File: config.mk
export PLATFORM = sky130hd
export DESIGN_NAME = in_port_unit
export DESIGN_NICKNAME = d
export VERILOG_FILES = /design/src/rtl/in_port_unit.sv
export SDC_FILE = /design/constraint.sdc
export NUM_CORES = 1
export LEC_CHECK = 0
export ABC_AREA = 1
export CAP_MARGIN = 20
export CELL_PAD_IN_SITES_DETAIL_PLACEMENT = 1
export CELL_PAD_IN_SITES_GLOBAL_PLACEMENT = 2
export CORE_ASPECT_RATIO = 1.25
export CORE_MARGIN = 4
export CORE_UTILIZATION = 22
export CTS_BUF_LIST = sky130_fd_sc_hd__clkbuf_8 sky130_fd_sc_hd__clkbuf_16
export CTS_CLUSTER_DIAMETER = 120
export CTS_CLUSTER_SIZE = 14
export DETAILED_ROUTE_END_ITERATION = 8
export HOLD_SLACK_MARGIN = 0.06
export PLACE_DENSITY_LB_ADDON = 0.1
export SLEW_MARGIN = 30
export SYNTH_ARGS = -nofsm -noshare
export SYNTH_HDL_FRONTEND = slang
export SYNTH_SLANG_ARGS = --single-unit
File: constraint.sdc
create_clock -name Clock -period 2 [get_ports Clock]
set_clock_uncertainty 0.2 [all_clocks]
set_input_delay 0.3 -clock Clock [delete_from_list [all_inputs] [get_ports Clock]]
set_output_delay 0.3 -clock Clock [all_outputs]
set_load 0.1 [all_outputs]
File: src/rtl/in_port_unit.sv
`default_nettype none
// ============================================================================
// Module   : in_port_unit
// Brief    : InPort receiver. Buffers externally pushed words and presents the
//            head word to the bus encoder while InPortout is high; one word is
//            consumed per InPortout pulse, on its falling edge. Build option
//            INPORT_FIFO_EN selects a DEPTH-entry FIFO; otherwise a single
//            holding register is used.
// Revision : 1.0
// ============================================================================
module in_port_unit #(
    parameter int WIDTH = 32,
    parameter int DEPTH = 4
) (
    input  logic                    Clock,
    input  logic                    clear,
    input  logic [WIDTH-1:0]        ext_data,
    input  logic                    ext_valid,
    output logic                    ext_ready,
    input  logic                    InPortout,
    input  logic                    status_clr,
    output logic [WIDTH-1:0]        InPort_data_out,
    output logic                    in_empty,
`ifdef INPORT_FIFO_EN
    output logic [$clog2(DEPTH):0]  in_count,
`else
    output logic [0:0]              in_count,
`endif
    output logic                    underflow
);

    logic inp_q;
    logic inp_d;
    logic underflow_q;
    logic underflow_d;
    logic push;
    logic pop;
    logic start;

    assign start = InPortout && !inp_q;
    assign pop   = !InPortout && inp_q && !in_empty;
    assign push  = ext_valid && ext_ready;

    // An empty start-of-access outranks a same-cycle status clear.
    always_comb begin
        inp_d       = InPortout;
        underflow_d = underflow_q;
        if (start && in_empty) begin
            underflow_d = 1'b1;
        end else if (status_clr) begin
            underflow_d = 1'b0;
        end
    end

    always_ff @(posedge Clock or posedge clear) begin
        if (clear) begin
            inp_q       <= 1'b0;
            underflow_q <= 1'b0;
        end else begin
            inp_q       <= inp_d;
            underflow_q <= underflow_d;
        end
    end

    assign underflow = underflow_q;

`ifdef INPORT_FIFO_EN
    localparam int AW = $clog2(DEPTH);
    localparam logic [AW:0] FULL = {1'b1, {AW{1'b0}}};

    logic [WIDTH-1:0] mem_q [DEPTH];
    logic [AW-1:0]    wr_ptr_q;
    logic [AW-1:0]    wr_ptr_d;
    logic [AW-1:0]    rd_ptr_q;
    logic [AW-1:0]    rd_ptr_d;
    logic [AW:0]      count_q;
    logic [AW:0]      count_d;

    // Pointers wrap naturally because DEPTH is a power of two.
    always_comb begin
        wr_ptr_d = wr_ptr_q;
        rd_ptr_d = rd_ptr_q;
        count_d  = count_q;
        if (push) begin
            wr_ptr_d = wr_ptr_q + 1'b1;
        end
        if (pop) begin
            rd_ptr_d = rd_ptr_q + 1'b1;
        end
        if (push && !pop) begin
            count_d = count_q + 1'b1;
        end else if (pop && !push) begin
            count_d = count_q - 1'b1;
        end
    end

    always_ff @(posedge Clock or posedge clear) begin
        if (clear) begin
            wr_ptr_q <= '0;
            rd_ptr_q <= '0;
            count_q  <= '0;
        end else begin
            wr_ptr_q <= wr_ptr_d;
            rd_ptr_q <= rd_ptr_d;
            count_q  <= count_d;
        end
    end

    always_ff @(posedge Clock) begin
        if (push) begin
            mem_q[wr_ptr_q] <= ext_data;
        end
    end

    assign ext_ready       = (count_q != FULL);
    assign in_empty        = (count_q == '0);
    assign in_count        = count_q;
    assign InPort_data_out = in_empty ? '0 : mem_q[rd_ptr_q];
`else
    logic [WIDTH-1:0] hold_q;
    logic             full_q;
    logic             full_d;

    // Push only happens when empty and pop only when full, so they never coincide.
    always_comb begin
        full_d = full_q;
        if (push) begin
            full_d = 1'b1;
        end else if (pop) begin
            full_d = 1'b0;
        end
    end

    always_ff @(posedge Clock or posedge clear) begin
        if (clear) begin
            full_q <= 1'b0;
        end else begin
            full_q <= full_d;
        end
    end

    always_ff @(posedge Clock) begin
        if (push) begin
            hold_q <= ext_data;
        end
    end

    assign in_empty        = !full_q;
    assign ext_ready       = in_empty;
    assign in_count        = full_q;
    assign InPort_data_out = full_q ? hold_q : '0;
`endif

endmodule
`default_nettype wire

==> flow_metrics.py <==
metrics = {
    "run_status": {
        "status": "finished, final reports clean",
    },
    "drt": {
        "vias": 1010,
        "post_drt_wl_per_cell_um": 12.8,
        "ant_nets": 0,
        "drc": 0,
        "totalWireLength_um": 3600,
        "vias_per_cell": 3.59,
        "drt-initial-drc-count": 19,
        "drtPass1Iterations": 3,
    },
    "clock_network": {
        "clock_latency_ns": 0.27,
        "tritoncts": "done",
        "cts_max_path_buffers": 2,
        "clk_pin_slew_ns": 0.06,
        "cts_htree_levels": 2,
        "cts_buffers": 5,
        "root_buffer": "clkbuf_8",
        "clock-sinks": 35,
    },
    "timing": {
        "worstMarginPinSlew_ns": 0.267,
        "slew_viol_final": 0,
        "finalHoldWorstSlack_ns": 0.330,
        "relSlewSlack": 0.822,
        "rsz0062_at_grt": "no",
        "fin_crit_sh": 0.928,
        "period_needed_ns": 1.86,
        "hold_viol": 0,
        "setup_viol_count_final": 0,
        "clock.fmax_mhz": 539,
        "setup_tns_ns": 0,
    },
    "logic_synthesis": {
        "yosys-top-cells-area": "edfxtp_1, nand2_1, inv_1",
        "avgSynthCellArea_um2": 11.7,
        "synth_top_family_by_area": "buffers and inverters",
        "synth_compound_area_frac": 0,
        "synth_simple_gate_area_frac": 0.109,
        "yosysWarnings": 0,
        "ys_seq_area_frac": 0.754,
        "postSynthNetCount": 154,
        "synth_fa_ha_area_frac": 0,
        "yosys.area.top_type": "edfxtp_1",
        "synth.top_cell.area_share": 0.699,
        "synthesis.area_um2": 1370,
        "yosys.area_share.xor_xnor": 0,
        "ys_types": 7,
        "synth_mux_area_frac": 0,
        "syn_inst": 117,
        "ys_ff_latch": 35,
    },
    "floorplan": {
        "io_pins": 73,
        "rows": 31,
        "die_h_um": 96.4,
        "coreArea_um2": 5930,
        "start_util": 0.231,
        "die-area_um2": 7580,
        "die_w_um": 78.7,
    },
    "critical_path": {
        "cp-start-kind": "register",
        "crit_type": "reg -> out",
        "end_kind": "output pin",
        "cp_top_family": "flip-flops",
        "crit_chain": "buf_4 -> nand2_1 -> clkinvlp_4 -> buf_12",
        "critical_path_arrival_ns": 1.36,
        "slowest_stage": "dfrtp_4",
        "critPathRequiredTime_ns": 1.50,
        "rr_startpoint": "in_count",
        "startpoint": "in_count",
        "crit_fanout": 6,
        "critPathBufInv": 3,
        "slowest_delay_ns": 0.51,
    },
    "min_path": {
        "hold_path.class": "in -> reg",
        "min-delay-start": "InPortout",
    },
    "finish": {
        "layout-drive-gt1-share": 0.417,
        "area_delta_synth_final_pct": 103,
        "stdcell_count": 281,
        "layout.nets": 237,
        "diodes": 0,
        "fillers": 618,
        "final_cell_area_um2": 2790,
    },
    "placement": {
        "gp_congestion": 0.624,
        "dp_cells": 269,
        "numPortBuffers": 72,
        "dp_hpwl_um": 2770,
        "placed_area_um2": 2660,
    },
    "global_route": {
        "grt_pass1_vias": 1125,
        "grt_first_pass_wirelength_um": 5640,
        "grt_max_degree": 21,
        "grt_use_total": 0.102,
        "grt-ovfl-total": 0,
        "antenna_found_initial": 0,
    },
    "power": {
        "p_leak_uw": 0.00101,
        "vdd_drop_max_uv": 680,
        "total_power_uw": 3450,
        "power.density_nw_per_um2": 1240,
    },
    "job": {
        "drv_cap": 0,
    },
}
==> power breakdown <==
group | switching (uW) | internal, uW
logic | 1380 | 704
clock network | 219 | 226
registers | 29.0 | 895
==> final timing paths <==
kind | endpoint | slack (ns) | cells after the start
worst min register to register | in_count | 0.34 | 3
worst min-delay path | inp_q | 0.33 | 1
max in group asynchronous | in_count | 0.89 | 3
worst max register to register | hold_q[21] | 0.35 | 5
worst max-delay path | InPort_data_out[12] | 0.14 | 4
min in group asynchronous | underflow | 0.56 | 3
==> routing by layer <==
layer / vias up / global-route usage / part of all wire
li1: 506 / - / -
met1: 456 / 0.103 / 0.36
met2: 42 / 0.190 / 0.57
met3: 6 / 0.0328 / 0.057
met4: 0 / 0.0481 / 0.019
met5: - / 0 / 0
==> flip-flops by register name (all words and copies together), names as in the netlist <==
signal / count
hold_q: 32
in_count: 1
inp_q: 1
underflow: 1
==> Yosys cell counts <==
library cell,instances
nor2_1,1
edfxtp_1,32
nand2_1,39
inv_1,37
buf_4,2
buf_6,3
dfrtp_1,3
==> metrics by stage <==
| stage | setup slack (ns) | utilization |
|---|---|---|
| after detailed placement | 0.238 | 0.448 |
| after floorplan | -0.527 | - |
| after CTS | 0.0131 | 0.464 |
| final | 0.144 | 0.469 |
| after global placement | 0.279 | 0.448 |
| after global routing | 0.0896 | 0.469 |
==> area by class of cell <==
cell class,instances,area (um2),area share
Timing Repair Buffer,81,1160,0.416
Clock inverter,1,3.75,0.00135
Sequential cell,35,1040,0.373
Multi-Input combinational cell,40,153,0.0548
Clock buffer,5,68.8,0.0247
Inverter,37,259,0.0930
Tap cell,82,103,0.0368
==> timing repair <==
item	4_1_cts	5_1_grt
hold buffers	1	0
pin swaps	0	0
hold endpoints to repair	3	0
buffers inserted	1	4
setup endpoints to repair	2	15
resized for setup	0	0
==> cell families after synthesis <==
family | count (synthesis)
buffers and inverters | 42
and+or+nand+nor | 40
DFF | 35
==> placed cells by master, fill, tap and decap left out, drive strengths merged <==
cell           count
dlygate4sd3        1
edfxtp            32
clkinvlp          32
inv                6
nand2             39
clkdlybuf4s50     36
clkbuf             5
dfrtp              3
buf               44
nor2               1
Power figures use the tool's default switching activity.
==> patch (same settings) <==
The option `INPORT_FIFO_EN` is turned on by a define.
--- a/src/rtl/in_port_unit.sv
+++ b/src/rtl/in_port_unit.sv
@@ -9,4 +9,6 @@
 // Revision : 1.0
 // ============================================================================
+`define INPORT_FIFO_EN
+
 module in_port_unit #(
     parameter int WIDTH = 32,
Ports: changed (resized in_count); port bits go from 73 to 75. The function was not compared with the original's and may differ.
==> patch against the unedited design <==
The flow now finishes with violations (setup timing); routed wire length grew to 5.2 times the old value; hold slack worse by 0.074 ns; area after synthesis grew to 4.3 times the old value; non-clock buffer count is 52 higher; critical path type unchanged; final area grew to 3.6 times the old value; sequential cell count is 102 higher; critical path depth is 2 higher; worst setup slack worse by 0.41 ns; count of clock-buffer cells in the layout is 12 higher.
Power is not shown: default switching activity piles up to over one toggle a cycle in this logic, so the estimate is an artifact.
==> patch: results (changes against the unedited design) <==
- Share of layout cells above drive strength 1: 47.40% (+5.7 points)
- Resized cells post-CTS: 103 (+103)
- Setup violators final: 33 (+33)
- Vias per inst: 4.080 (+14%)
- Synth area leaders: edfxtp_1, nand2_1, inv_1
- Number of synthesized flops with an enable pin: 128 (+300%)
- Crit path DAT: 1.77 ns (+0.41 ns)
- Skew-Pair Late Insertion Delay: 0.42 ns (+0.15 ns)
- Final WL: 18900 µm (+420%)
- Outcome: finished with violations
- Reg2reg end: in_count[2]$_DFFE_PP0P_
- Placer's final routability congestion estimate: 0.7068 (+13%)
- PnR worst setup slack: -0.2652 ns (-0.4090 ns)
- Gr usage total: 12.88% (+2.7 points)
- Biggest register: mem_q
- Seq/Total Area, Yosys: 68.51% (-6.9 points)
- Fillers: 2816 (+360%)
- Final HPWL DP: 10750 µm (+290%)
- Max_slew headroom: 74.33% (-7.9 points)
- Yosys cell types: 19 (+12)
- Min-Delay Startpoint: status_clr
- Root Buffer Master: clkbuf_16
- Critical-path top delay cell: dfrtp_2
- CTS H-tree depth: 4 (+2)
- Initial antenna violation count: 1 (+1)
- Adder-Cell Fraction of Synth Area: 1.390% (+1.4 points)
- Crit path launch: rd_ptr_q[0]$_DFFE_PP0P_
- Violated checks: setup timing
- FF-to-FF setup slack: 0.02 ns (-0.33 ns)
- Worst-path maximum fanout: 12 (+6)
- Global-route wire length before repair: 28390 µm (+400%)
- Async set-or-reset flop fraction in the synthesized netlist: 6.569% (-2.0 points)
- Synth Area in Compound Gates: 2.970% (+3.0 points)
- Vias in the first global route: 4785 (+330%)
- Xor/xnor share of the synthesized area: 0.2949% (+0.29 points)
==> patch: changes by cell type in the layout (fill, tap and decap cells not counted), sizes merged, moves of 5 or more <==
cell,unedited run,this run
a21oi,0,32
buf,44,94
clkbuf,5,19
clkinv,0,13
clkinvlp,32,4
dfrtp,3,9
edfxtp,32,128
ha,0,5
inv,6,145
nand2,39,144
nand3,0,69
==> patch: final cells by class <==
type | count | area [µm²] | share of cell area, %
inverters | 147 | 594.3 | 5.982
flip-flops and latches | 137 | 4083 | 41.09
multi-input cells | 262 | 2222 | 22.36
well taps | 345 | 431.7 | 4.345
clock buffers | 17 | 425.4 | 4.282
clock inverters | 15 | 130.1 | 1.310
repair buffers | 133 | 2049 | 20.63
==> patch: kinds of logic after synthesis <==
family,after synthesis
adder cells (fa/ha/maj),6
AND/OR/NAND/NOR,219
AO/OA/AOI/OAI,35
flip-flops,137
buffers and inverters,171
XOR/XNOR,2
==> patch: how the worst max path moves through the flow <==
stage	slack (ns)	to	depth (start not counted)
4_1_cts	-0.30	InPort_data_out[19]	7
6_report	-0.27	InPort_data_out[16]	6
3_3_place_gp	-0.22	in_count[2]$_DFFE_PP0P_	10
3_5_place_dp	-0.24	in_count[2]$_DFFE_PP0P_	10
5_1_grt	-0.33	InPort_data_out[6]	7
2_1_floorplan	-0.35	in_count[1]$_DFFE_PP0P_	9
==> patch: per-layer routing <==
metal	up-vias	global-route usage (%)	part of all wire, %
met3	17	2.930	3.1
met4	2	3.568	1.0
li1	2062	-	-
met2	63	23.95	55
met5	-	0	0.069
met1	2165	14.72	40
==> patch: metrics by stage <==
step,cells,TNS (ns)
floorplan,570,-39.98
global placement,998,-6.771
detailed placement,998,-8.172
CTS,1050,-9.189
global route,1056,-10.04
finish,1056,-7.620
